==> src/rtl/memory_cmd_sequencer.sv <==
// Command front-end for memory_m: buffers READ/WRITE/FILL commands in a FIFO,
// drives registered memory strobes/address/data and returns read data over valid/ready.
module memory_cmd_sequencer #(
    parameter int DWIDTH    = 8,
    parameter int AWIDTH    = 5,
    parameter int CMD_DEPTH = 4
) (
    input  logic              clk,
    input  logic              rst,
    input  logic              cmd_valid,
    output logic              cmd_ready,
    input  logic [1:0]        cmd_op,
    input  logic [AWIDTH-1:0] cmd_addr,
    input  logic [DWIDTH-1:0] cmd_wdata,
    output logic              rsp_valid,
    input  logic              rsp_ready,
    output logic [DWIDTH-1:0] rsp_data,
    output logic [AWIDTH-1:0] rsp_addr,
    output logic              mem_read,
    output logic              mem_write,
    output logic [AWIDTH-1:0] mem_addr,
    output logic [DWIDTH-1:0] mem_wdata,
    input  logic [DWIDTH-1:0] mem_rdata,
    output logic              busy,
    output logic              err
);

    localparam int PW = $clog2(CMD_DEPTH);
    localparam int EW = 2 + AWIDTH + DWIDTH;
    localparam logic [1:0] OP_READ  = 2'b00;
    localparam logic [1:0] OP_WRITE = 2'b01;
    localparam logic [1:0] OP_FILL  = 2'b10;
    localparam logic [PW:0]     PTR_ONE = 1;
    localparam logic [AWIDTH:0] CNT_ONE = 1;

    typedef enum logic [2:0] {
        S_IDLE,
        S_RD_ISSUE,
        S_RD_WAIT,
        S_RSP,
        S_FILL
    } state_t;

    state_t              state_q, state_d;
    logic [EW-1:0]       fifo_mem_q [CMD_DEPTH];
    logic [PW:0]         wr_ptr_q, wr_ptr_d;
    logic [PW:0]         rd_ptr_q, rd_ptr_d;
    logic                mem_read_q, mem_read_d;
    logic                mem_write_q, mem_write_d;
    logic [AWIDTH-1:0]   mem_addr_q, mem_addr_d;
    logic [DWIDTH-1:0]   mem_wdata_q, mem_wdata_d;
    logic                rsp_valid_q, rsp_valid_d;
    logic [DWIDTH-1:0]   rsp_data_q, rsp_data_d;
    logic [AWIDTH-1:0]   rsp_addr_q, rsp_addr_d;
    logic                err_q, err_d;
    logic [AWIDTH:0]     fill_cnt_q, fill_cnt_d;
    logic [DWIDTH-1:0]   fill_data_q, fill_data_d;

    logic                fifo_empty, fifo_full, push, pop;
    logic [EW-1:0]       head;
    logic [1:0]          head_op;
    logic [AWIDTH-1:0]   head_addr;
    logic [DWIDTH-1:0]   head_wdata;

    // Pointers carry one extra wrap bit so full and empty are distinguishable.
    assign fifo_empty = (wr_ptr_q == rd_ptr_q);
    assign fifo_full  = (wr_ptr_q[PW] != rd_ptr_q[PW]) &&
                        (wr_ptr_q[PW-1:0] == rd_ptr_q[PW-1:0]);
    assign push       = cmd_valid && !fifo_full;
    assign head       = fifo_mem_q[rd_ptr_q[PW-1:0]];
    assign head_op    = head[EW-1 -: 2];
    assign head_addr  = head[DWIDTH +: AWIDTH];
    assign head_wdata = head[DWIDTH-1:0];

    always_ff @(posedge clk) begin
        if (push) begin
            fifo_mem_q[wr_ptr_q[PW-1:0]] <= {cmd_op, cmd_addr, cmd_wdata};
        end
    end

    always_comb begin
        state_d     = state_q;
        pop         = 1'b0;
        mem_read_d  = 1'b0;
        mem_write_d = 1'b0;
        mem_addr_d  = mem_addr_q;
        mem_wdata_d = mem_wdata_q;
        rsp_valid_d = rsp_valid_q;
        rsp_data_d  = rsp_data_q;
        rsp_addr_d  = rsp_addr_q;
        err_d       = err_q;
        fill_cnt_d  = fill_cnt_q;
        fill_data_d = fill_data_q;
        case (state_q)
            S_IDLE: begin
                if (!fifo_empty) begin
                    pop = 1'b1;
                    case (head_op)
                        OP_WRITE: begin
                            mem_write_d = 1'b1;
                            mem_addr_d  = head_addr;
                            mem_wdata_d = head_wdata;
                        end
                        OP_READ: begin
                            mem_read_d = 1'b1;
                            mem_addr_d = head_addr;
                            state_d    = S_RD_ISSUE;
                        end
                        OP_FILL: begin
                            fill_cnt_d  = '0;
                            fill_data_d = head_wdata;
                            state_d     = S_FILL;
                        end
                        default: err_d = 1'b1;
                    endcase
                end
            end
            S_RD_ISSUE: state_d = S_RD_WAIT;
            S_RD_WAIT: begin
                // mem_addr still holds the read address: no strobe has fired since.
                rsp_valid_d = 1'b1;
                rsp_data_d  = mem_rdata;
                rsp_addr_d  = mem_addr_q;
                state_d     = S_RSP;
            end
            S_RSP: begin
                if (rsp_ready) begin
                    rsp_valid_d = 1'b0;
                    state_d     = S_IDLE;
                end
            end
            S_FILL: begin
                mem_write_d = 1'b1;
                mem_addr_d  = fill_cnt_q[AWIDTH-1:0];
                mem_wdata_d = fill_data_q;
                fill_cnt_d  = fill_cnt_q + CNT_ONE;
                if (fill_cnt_d[AWIDTH]) begin
                    fill_cnt_d = '0;
                    state_d    = S_IDLE;
                end
            end
            default: state_d = S_IDLE;
        endcase
        wr_ptr_d = push ? (wr_ptr_q + PTR_ONE) : wr_ptr_q;
        rd_ptr_d = pop  ? (rd_ptr_q + PTR_ONE) : rd_ptr_q;
    end

    always_ff @(posedge clk) begin
        if (rst) begin
            state_q     <= S_IDLE;
            wr_ptr_q    <= '0;
            rd_ptr_q    <= '0;
            mem_read_q  <= 1'b0;
            mem_write_q <= 1'b0;
            mem_addr_q  <= '0;
            mem_wdata_q <= '0;
            rsp_valid_q <= 1'b0;
            rsp_data_q  <= '0;
            rsp_addr_q  <= '0;
            err_q       <= 1'b0;
            fill_cnt_q  <= '0;
            fill_data_q <= '0;
        end else begin
            state_q     <= state_d;
            wr_ptr_q    <= wr_ptr_d;
            rd_ptr_q    <= rd_ptr_d;
            mem_read_q  <= mem_read_d;
            mem_write_q <= mem_write_d;
            mem_addr_q  <= mem_addr_d;
            mem_wdata_q <= mem_wdata_d;
            rsp_valid_q <= rsp_valid_d;
            rsp_data_q  <= rsp_data_d;
            rsp_addr_q  <= rsp_addr_d;
            err_q       <= err_d;
            fill_cnt_q  <= fill_cnt_d;
            fill_data_q <= fill_data_d;
        end
    end

    assign cmd_ready = !fifo_full;
    assign busy      = (state_q != S_IDLE) || !fifo_empty;
    assign mem_read  = mem_read_q;
    assign mem_write = mem_write_q;
    assign mem_addr  = mem_addr_q;
    assign mem_wdata = mem_wdata_q;
    assign rsp_valid = rsp_valid_q;
    assign rsp_data  = rsp_data_q;
    assign rsp_addr  = rsp_addr_q;
    assign err       = err_q;

endmodule

==> config.mk <==
export PLATFORM = sky130hd
export DESIGN_NAME = memory_cmd_sequencer
export DESIGN_NICKNAME = d
export VERILOG_FILES = /design/src/rtl/memory_cmd_sequencer.sv
export SDC_FILE = /design/constraint.sdc
export NUM_CORES = 1
export LEC_CHECK = 0
export BUFFER_PORTS_ARGS = -buffer_cell sky130_fd_sc_hd__buf_2
export CORE_MARGIN = 1
export CORE_UTILIZATION = 60
export DETAILED_ROUTE_END_ITERATION = 8
export GPL_ROUTABILITY_DRIVEN = 0
export HOLD_SLACK_MARGIN = 0.02
export PLACE_DENSITY = 0.82
export SYNTH_ARGS = -nofsm -noshare
export SYNTH_HDL_FRONTEND = slang
export SYNTH_SLANG_ARGS = --single-unit
==> constraint.sdc <==
create_clock -name clk -period 3.26 [get_ports clk]
set_input_delay 0.489 -clock clk [delete_from_list [all_inputs] [get_ports clk]]
set_output_delay 0.489 -clock clk [all_outputs]
set_load 0.02 [all_outputs]
* Word-level counts from Yosys, hierarchy flattened *
Memory sizes are Yosys's and may differ from the RTL's. A register that Yosys moved wholly into a read port is not among the register bits.
Cells that the tools add are included.

storage, ports and cells
  register bits after elaboration = 53
  memory bits (writable) = 60
  word-level logic and storage cells = 83
  input bits = 27
  memories kept = 1

memories
  memory      depth  bits a word  rd ports  clocked after memory_dff  write ports  RTL line  source
  fifo_mem_q  4      15           1         1                         1            45        logic [EW-1:0] fifo_mem_q [CMD_DEPTH];

cells by class
  equality and inequality tests = 16
  reduce and logical (&&, ||, !) cells = 20
  bitwise operators = 3
  add/subtract/negate cells = 3
  muxes and demuxes = 27

operator list
  kind                                                   number
  two-way mux 8 bit                                      2
  case mux 8 bit (2 select lines)                        1
  two-way mux 5 bit                                      3
  case mux 3 bit (5 select lines)                        1
  AND reduction 3 bit                                    5
  two-way mux 6 bit                                      2
  case mux 6 bit (2 select lines)                        1
  case mux 5 bit (2 select lines)                        1
  two-way mux 3 bit                                      3
  two-way mux 1 bit                                      8
  inequality test 2 bit, second input constant           4
  adder 3 x 1 -> 3 bit, second input constant            2
  adder 6 x 1 -> 6 bit, second input constant            1
  == test 3 x 2 -> 1 bit, second input constant          2
  case mux 3 bit (2 select lines)                        1
  OR reduction 3 bit                                     2
  two-way mux 2 bit                                      2
  inequality test 2 x 1 -> 1 bit, second input constant  2
  case mux 1 bit (2 select lines)                        2
  AND reduction 4 bit                                    1
  nonzero test 2 bit                                     2
  == test 3 x 1 -> 1 bit, second input constant          1
  == test 3 bit                                          1
  == test 3 bit, second input constant                   1
  14 further kinds                                       18

* Longest topological paths before layout *
Gate-level depths: netlist (run 1).

  word-level depth = 6
  mapped depth = 7
  mapped depth without buffers = 5

* Worst setup path before layout (run 1) *
No wires, ideal clock.

  kind = flip-flop to flip-flop
  from = reg (tool-made name)
  to = reg mem_wdata_q[2] (netlist: mem_wdata[2])
  stages on the path, launching flop included = 8
  path slack = 1.343 ns
  arrival = 1.813 ns
  setup time = 0.103 ns
  cell sequence = dfxtp_1 > buf_6 > mux4_2 > and2_4 > buf_6 > and2_4 > buf_6 > a2111oi_2

RTL lines
  what                  RTL line  source
  to (signal assigned)  170       mem_wdata_q <= mem_wdata_d;
  to (decl)             51        logic [DWIDTH-1:0] mem_wdata_q, mem_wdata_d;

* Worst setup path in the final report (run 1) *
  from = reg wr_ptr_q[1]
  to = out busy

on the way
  longest elaborated chain between the ends = 3

RTL lines
  what                    RTL line  source
  from (decl)             46        logic [PW:0] wr_ptr_q, wr_ptr_d;
  from (signal assigned)  165       wr_ptr_q <= wr_ptr_d;
  == test 3 bit           66        assign fifo_empty = (wr_ptr_q == rd_ptr_q);
  zero test 1 bit         181       assign busy = (state_q != S_IDLE) || !fifo_empty;
  logical OR 1 bit        181
  to (decl)               24        output logic busy,

No other way between the ends.

==> results_dict.tcl, run 1 <==
set metrics [dict create \
    placed_area_um2 5090 \
    antenna_found_initial 0 \
    power_frac_comb_pct 29.6 \
    finalSetupViolCount 0 \
    design.core.area_um2 7690 \
    rows 32 \
    max_stage_delay_ns 0.63 \
    yosysWarningCount 0 \
    dieArea_um2 8290 \
    worstSetupPathType "reg2out" \
    seq_power_share_pct 36.6 \
    avgSynthCellArea_um2 12.5 \
    htreeDepth 4 \
    fmax_mhz 385 \
    power_density_nw_per_um2 930 \
    maxCapViolCount 0 \
    ir_drop_v 0.000528 \
    p_leak_uw 0.00207 \
    slew-limit-headroom_pct 28.2 \
    swShare_pct 35.8 \
    postCtsSetupBuffers 0 \
    crit_fanout 6 \
    synthSimpleGateAreaFrac_pct 9.78 \
    cp-end-kind "output pin" \
    grt_pass1_vias 3181 \
    whs_ns 0.181 \
    portBuffers 58 \
    fin_area_um2 5670 \
    yosysTopAreaCell "edfxtp_1" \
    viasPerCell 5.91 \
    cp.required_ns 2.77 \
    dp_hpwl_um 6140 \
    startpoint_type "flip-flop" \
    min-delay-start "cmd_addr[4]" \
    synth_top_family_by_area "compound AO/OA/AOI/OAI gates" \
    detail-route-antenna-nets 0 \
    ys_seq_area_share_pct 60.6 \
    cp.arrival_ns 2.11 \
    hp-class "in2reg" \
    clkPwrFrac_pct 33.8 \
    wl_per_cell_um 17.8 \
    clockBufferDepth 2 \
    synth-edff-count 60 \
    fin_tns_setup_ns 0 \
    cellInternalPower_uw 3390 \
    clk_pin_slew_ns 0.06 \
    synthCells 381 \
    fin_crit_sh_pct 79.7 \
    overflow 0 \
    grt_first_pass_wirelength_um 16000 \
    netlist.area_leader.share_pct 37.9 \
    fin_skew_ns 0.00948 \
    diodes 0 \
    cts_tree "done" \
    routed_wl_um 9810 \
    root_buffer "clkbuf_8" \
    die_h_um 91.1 \
    synthMuxAreaShare_pct 8.81 \
    worstSkewPairLatency_ns 0.52 \
    synth_compound_area_share_pct 14.3 \
    cts_inserted_buffers 17 \
    ys_types 44 \
    syn-cell-area_um2 4760 \
    area_growth_pct 19.2 \
    io_pins 59 \
    grt_max_degree 56 \
    crit_chain "xor2_1, nor3_1, nand2_1, buf_2" \
    cp_slowest_cell "nor3_1" \
    clkSinkCount 114 \
    drc_errors 0 \
    synthAdderAreaFrac_pct 1.58 \
    drive_above_1_share_pct 28.0 \
    die_x_um 91.1 \
    first_pass_iters 4 \
    finalHoldViolCount 0 \
    fin_nets 470 \
    ctsResizeCount 0 \
    tightest_slew_ns 1.08 \
    rsz0062_at_grt "no" \
    num_vias 3265 \
    ys_ff_latch 114 \
    period_needed_ns 2.60 \
    synth_xor_area_share_pct 1.47 \
    grt_use_total_pct 25.6 \
    cp.buffers_inverters 1 \
    synth-main-ff-cell "edfxtp_1" \
    cts_hold_buffers 0 \
    drtIter0Drc 244 \
    cp_top_family "simple AND/OR/NAND/NOR gates" \
    maxSlewViolCount 0 \
    synth.area.top_cells "edfxtp_1, dfxtp_1, mux4_2, a21oi_1, a2111oi_2" \
    status "complete, no violations" \
    start_util_pct 61.9 \
    netSwitchingPower_uw 1890 \
    async_flop_share_pct 0 \
    synthesis.nets 414 \
    worstSetupStartpoint "wr_ptr_q[1]$_SDFFE_PP0P_" \
    power.total_uw 5280 \
]
==> routing by layer <==
metal  global-route usage, %  routed length (um)  vias up
li1                        -                   -     1560
met1                    30.8                4220     1576
met2                    43.2                4900      110
met3                    7.45                 498       19
met4                    10.8                 189        0
met5                       0                   0        -
==> layout make-up <==
cell class,count,area [um2]
Sequential cell,114,2880
Fill cell,506,2020
Multi-Input combinational cell,229,1710
Clock buffer,17,414
Timing Repair Buffer,64,335
Clock inverter,15,161
Tap cell,102,128
Inverter,11,41.3
==> worst paths after layout <==
kind                                                     to  slack [ns]  cells after the start
worst min-delay path            fifo_mem_q[3][12]$_DFFE_PP_        0.18                      1
worst max register to register     mem_addr[3]$_SDFFE_PP0P_        0.84                      5
worst min register to register     rsp_addr[3]$_SDFFE_PP0P_        0.45                      2
worst max-delay path                                   busy        0.66                      4
==> Yosys cell counts, drive strengths merged, types with 2 or more instances <==
master,number
edfxtp,60
dfxtp,54
a21oi,39
nand2,36
clkbuf,21
a211oi,18
nor2,17
o21ai,16
mux4,15
nand3,15
inv,11
a2111oi,9
and2,7
buf,6
ha,6
mux2,5
xnor2,5
nor3,4
o211ai,4
a31oi,3
nor4,3
xor2,3
and3,2
nor2b,2
nor3b,2
nor4bb,2
o21a,2
o311ai,2
o31a,2
==> registers in the layout (all words and copies together) (netlist names), 5 cells and up, named ones only <==
signal       cells
fifo_mem_q      60
fill_data_q      8
mem_wdata        8
rsp_data         8
fill_cnt_q       5
mem_addr         5
rsp_addr         5
==> cell usage in the layout, fill, tap and decap left out, types with 3 or more instances in the layout <==
| cell type | n |
|---|---|
| o21ai_0 | 16 |
| buf_2 | 58 |
| edfxtp_1 | 60 |
| inv_1 | 11 |
| nand3_1 | 15 |
| mux2_2 | 5 |
| inv_8 | 4 |
| clkbuf_16 | 16 |
| a2111oi_2 | 9 |
| a211oi_1 | 18 |
| nor2_1 | 17 |
| a31oi_1 | 3 |
| nor3_1 | 4 |
| mux4_1 | 4 |
| nor4_1 | 3 |
| xor2_1 | 3 |
| nand2_1 | 36 |
| ha_1 | 6 |
| o211ai_1 | 4 |
| xnor2_1 | 5 |
| a21oi_1 | 39 |
| dfxtp_1 | 54 |
| buf_4 | 6 |
| mux4_2 | 11 |
| inv_6 | 8 |
| and2_1 | 5 |
==> stage by stage <==
stage,instances,setup WS [ns],util (%)
after floorplan,381,1.34,-
after global placement,520,1.02,66.3
after detailed placement,520,0.906,66.3
after CTS,552,0.708,73.8
after global routing,552,0.518,73.8
final,552,0.660,73.8
==> logic make-up after synthesis <==
kind of cell	Yosys count
simple gates	95
fa+ha+maj	6
flops	114
mux	21
buf+inv	38
xor+xnor	8
compound gates	99
==> power by group through the flow <==
stage | combinational (uW) | sequential (uW) | clock, uW
after global placement | 1490 | 1940 | 0
after detailed placement | 1520 | 1950 | 0
after CTS | 1550 | 1930 | 1800
after floorplan | 1090 | 1990 | 0
after global routing | 1700 | 1960 | 1870
final | 1560 | 1930 | 1780
Note: power is estimated with default switching activity, not from simulation.
==> run 2: changes to the inputs <==
Settings changed: CORE_UTILIZATION 60 to 52, PLACE_DENSITY 0.82 to 0.76.
Clock period 3.26 ns to 2.15 ns, I/O delays scaled along.
==> results_dict.tcl, run 2 (synthesis gave the netlist of run 1 again) <==
set metrics [dict create \
    status "finished with violations" \
    violations "design-rule violations" \
    grt_pass1_vias 3186 \
    diodes 0 \
    finalWorstSetupSlack_ns 0.163 \
    detail-route-antenna-nets 0 \
    startpoint_type "flip-flop" \
    overflow 0 \
    maxCapViolCount 0 \
    grt_max_degree 29 \
    clk_pin_slew_ns 0.06 \
    io_pins 59 \
    clkSinkCount 114 \
    power_density_nw_per_um2 1350 \
    start_util_pct 54.0 \
    root_buffer "clkbuf_8" \
    reg2reg_setup_slack_ns 0.20 \
    area_growth_pct 23.9 \
    layout_commonest_cell "edfxtp_1" \
    antenna_found_initial 0 \
    p_leak_uw 0.00218 \
    clockBufferDepth 2 \
    fin_nets 496 \
    htreeDepth 4 \
    design.core.area_um2 8810 \
    worstSkewPairLatency_ns 0.52 \
    cts_tree "done" \
    drc_errors 14 \
    hp-class "in2reg" \
    rows 34 \
    postLayoutCoreUtil_pct 67.0 \
    cp.required_ns 1.83 \
    period_needed_ns 1.99 \
    worstSetupPathType "reg2out" \
    drive_above_1_share_pct 29.6 \
    dp_hpwl_um 6240 \
    cp_slowest_cell "dfxtp_1" \
    holdPathStages 1 \
    fin_tns_setup_ns 0 \
    cp_top_family "flip-flops" \
    routed_wl_um 9390 \
    viasPerCell 5.59 \
    power.total_uw 7990 \
    maxSlewViolCount 0 \
    largest_register_ff_count 60 \
    cp.buffers_inverters 1 \
    die_h_um 97.7 \
    first_pass_iters 7 \
    grt_use_total_pct 21.8 \
    cp-end-kind "output pin" \
    portBuffers 58 \
    slew-limit-headroom_pct 58.0 \
    wl_per_cell_um 16.1 \
    fmax_mhz 503 \
    ir_drop_v 0.000788 \
    rsz0062_at_grt "no" \
    max_stage_delay_ns 0.47 \
    cts_inserted_buffers 17 \
    rr_worst_depth 6 \
    tightest_slew_ns 0.623 \
    fill_cells 627 \
    crit_fanout 6 \
    crit_chain "xor2_1, nor3_1, nand2_1, buf_2" \
    min-delay-start "cmd_op[1]" \
    finalHoldViolCount 0 \
    fin_skew_ns 0.00836 \
    dp_cells 540 \
    dieArea_um2 9540 \
    die_x_um 97.7 \
    fin_crit_sh_pct 92.4 \
    worst_r2r_endpoint "state_q[0]$_SDFFE_PP0P_" \
    layout_common_cells "edfxtp_1, buf_2, dfxtp_1" \
    pre_cts_slack_ns 0.0941 \
    drtIter0Drc 167 \
    grt_first_pass_wirelength_um 15800 \
    min_to "fifo_mem_q[2][14]$_DFFE_PP_" \
    num_vias 3264 \
    finalSetupViolCount 0 \
    instances_no_fill 584 \
    cp.arrival_ns 1.66 \
]
-- run 2: repair_timing --
action                                  in CTS  in global routing
hold endpoints to repair                    46                  0
endpoints found under the setup margin       0                 22
hold buffers                                12                  0
gates resized for setup                      0                  2
buffers inserted                             0                  0
-- run 2: worst register-to-register path: stages, from the launching register on --
cell and delay, ns:
dfxtp_1 0.45, buf_4 0.21, mux4_2 0.35, a31oi_1 0.22, buf_4 0.22, a21oi_1 0.09, a2111oi_2 0.30
-- run 2: worst max-delay path by stage --
stage / start / endpoint / depth (start not counted) / slack (ns)
detailed placement: flip-flop / fill_cnt_q[1]$_SDFFE_PP0P_ / 5 / 0.09
global route: wr_ptr_q[1]$_SDFFE_PP0P_ / busy / 4 / 0.004
floorplan: flip-flop / mem_wdata[2]$_SDFFE_PP0P_ / 7 / 0.23
global placement: flip-flop / mem_addr[4]$_SDFFE_PP0P_ / 5 / 0.14
finish: wr_ptr_q[1]$_SDFFE_PP0P_ / busy / 4 / 0.16
CTS: flip-flop / fill_cnt_q[1]$_SDFFE_PP0P_ / 5 / 0.03
-- run 2: routing by layer --
metal	wire (um)	GRT usage (%)	up-vias
li1	-	-	1604
met1	4210	27.5	1541
met2	4590	35.2	102
met3	422	5.76	17
met4	160	10.1	0
met5	0	0	-
-- run 2: metrics by stage --
step / cell area [um2] / hold WS, ns
after global routing: 5900 / 0.0238
after global placement: 5210 / 0.439
final: 5900 / 0.0384
after CTS: 5890 / 0.0256
after floorplan: 4760 / 0.421
after detailed placement: 5210 / 0.445
-- run 2: final cells by class --
| type | instances | area (um2) | share of cell area, % |
|---|---|---|---|
| clock buffer | 17 | 414 | 7.02 |
| clock inverter | 15 | 146 | 2.48 |
| inverter | 11 | 41.3 | 0.700 |
| multi-input combinational | 229 | 1710 | 29.1 |
| sequential | 114 | 2880 | 48.9 |
| tap | 108 | 135 | 2.29 |
| timing repair buffer | 90 | 561 | 9.51 |
-- run 2: power breakdown --
part	internal [uW]	total, uW	switching, uW
combinational	1020	2510	1480
sequential	2630	2870	250
clock	1560	2610	1040
total	5210	7990	2770
==> run 3: changes to the inputs <==
Settings changed: CELL_PAD_IN_SITES_DETAIL_PLACEMENT set to 1, CELL_PAD_IN_SITES_GLOBAL_PLACEMENT set to 1, CORE_UTILIZATION 52 to 42, PLACE_DENSITY 0.76 to not set, PLACE_DENSITY_LB_ADDON set to 0.1.
==> results_dict.tcl, run 3 (synthesis gave the netlist of run 1 again) <==
set metrics [dict create \
    cts_inserted_buffers 17 \
    largest_register_ff_count 60 \
    ir_drop_v 0.000698 \
    viasPerCell 5.48 \
    fmax_mhz 507 \
    seq_power_share_pct 34.1 \
    dieArea_um2 11800 \
    cellInternalPower_uw 5740 \
    dp_cells 574 \
    maxSlewViolCount 0 \
    instances_no_fill 606 \
    start_util_pct 43.5 \
    postLayoutCoreUtil_pct 54.4 \
    clk_pin_slew_ns 0.05 \
    portBuffers 58 \
    clkPwrFrac_pct 35.8 \
    rsz0062_at_grt "no" \
    power_frac_comb_pct 30.1 \
    finalSetupViolCount 0 \
    clockBufferDepth 2 \
    slew-limit-headroom_pct 49.2 \
    area_growth_pct 25.0 \
    drtIter0Drc 173 \
    drc_errors 0 \
    cp.required_ns 1.83 \
    design.core.area_um2 10900 \
    detail-route-antenna-nets 0 \
    routed_wl_um 11200 \
    cp.buffers_inverters 1 \
    postCtsSetupBuffers 0 \
    first_pass_iters 4 \
    finalHoldViolCount 0 \
    cp_slowest_cell "dfxtp_1" \
    status "complete, no violations" \
    p_leak_uw 0.00219 \
    overflow 0 \
    ctsResizeCount 0 \
    rows 38 \
    grt_use_total_pct 21.0 \
    min-delay-start "cmd_addr[3]" \
    grt_max_degree 40 \
    die_x_um 108 \
    worstSkewPairLatency_ns 0.42 \
    root_buffer "clkbuf_16" \
    antenna_found_initial 0 \
    period_needed_ns 1.97 \
    wl_per_cell_um 18.4 \
    num_vias 3322 \
    max_stage_delay_ns 0.35 \
    worst_r2r_endpoint "mem_addr[0]$_SDFFE_PP0P_" \
    netSwitchingPower_uw 2730 \
    min_to "fifo_mem_q[0][11]$_DFFE_PP_" \
    layout_commonest_cell "edfxtp_1" \
    fin_tns_setup_ns 0 \
    power_density_nw_per_um2 1420 \
    swShare_pct 32.2 \
    cts_hold_buffers 0 \
    power.total_uw 8470 \
    fin_nets 486 \
    die_h_um 108 \
    clkSinkCount 114 \
    tightest_slew_ns 0.762 \
    cp-end-kind "output pin" \
    reg2reg_setup_slack_ns 0.19 \
    cp.arrival_ns 1.65 \
    layout_common_cells "edfxtp_1, buf_2, dfxtp_1" \
    worstSetupPathType "reg2out" \
    holdPathStages 1 \
    maxCapViolCount 0 \
    rr_worst_depth 5 \
    dp_hpwl_um 7560 \
    crit_chain "xor2_1, nor3_1, nand2_1, buf_2" \
    drive_above_1_share_pct 30.5 \
    io_pins 59 \
    fin_skew_ns 0.00881 \
    grt_first_pass_wirelength_um 18000 \
    cp_top_family "simple AND/OR/NAND/NOR gates" \
    diodes 0 \
    fin_crit_sh_pct 91.7 \
    hp-class "in2reg" \
    cts_tree "done" \
    grt_pass1_vias 3370 \
    startpoint_type "flip-flop" \
    htreeDepth 4 \
    crit_fanout 4 \
]
==> run 3: per-layer routing <==
metal	up-vias	GRT usage, %	wire [um]	share of wire, %
li1	1588	-	-	-
met1	1653	27.5	5130	46
met2	63	32.8	5450	49
met3	18	5.36	418	3.7
met4	0	9.27	189	1.7
met5	-	0	0	0
==> run 3: stage by stage <==
| step | hold slack [ns] | setup slack, ns | instance area [um2] |
|---|---|---|---|
| 3_5_place_dp | 0.447 | 0.104 | 5300 |
| 3_3_place_gp | 0.439 | 0.135 | 5300 |
| 2_1_floorplan | 0.421 | 0.233 | 4760 |
| 4_1_cts | 0.101 | 0.0731 | 5940 |
| 5_1_grt | 0.112 | 0.0475 | 5950 |
| 6_report | 0.119 | 0.179 | 5950 |
==> run 3: power by group through the flow <==
| stage | clock network, uW | registers [uW] | logic [uW] |
|---|---|---|---|
| finish | 3040 | 2890 | 2550 |
| floorplan | 0 | 3020 | 1660 |
| detailed placement | 0 | 2930 | 2540 |
| global route | 3190 | 2930 | 2800 |
| global placement | 0 | 2910 | 2520 |
| CTS | 3100 | 2890 | 2570 |
==> run 3: worst max path at each step <==
stage / end / cells after the start / start
after floorplan: mem_wdata[2]$_SDFFE_PP0P_ / 7 / flip-flop
after global placement: mem_addr[0]$_SDFFE_PP0P_ / 5 / flip-flop
after detailed placement: mem_addr[0]$_SDFFE_PP0P_ / 5 / flip-flop
after CTS: mem_addr[0]$_SDFFE_PP0P_ / 5 / flip-flop
after global routing: busy / 4 / wr_ptr_q[2]$_SDFFE_PP0P_
final: busy / 4 / wr_ptr_q[2]$_SDFFE_PP0P_
==> run 3: cell type report <==
cell class                      count  area [um2]
Timing Repair Buffer               80         493
Clock buffer                       20         457
Sequential cell                   114        2890
Fill cell                        1149        4990
Multi-Input combinational cell    229        1710
Tap cell                          140         175
Clock inverter                     12         185
Inverter                           11        41.3
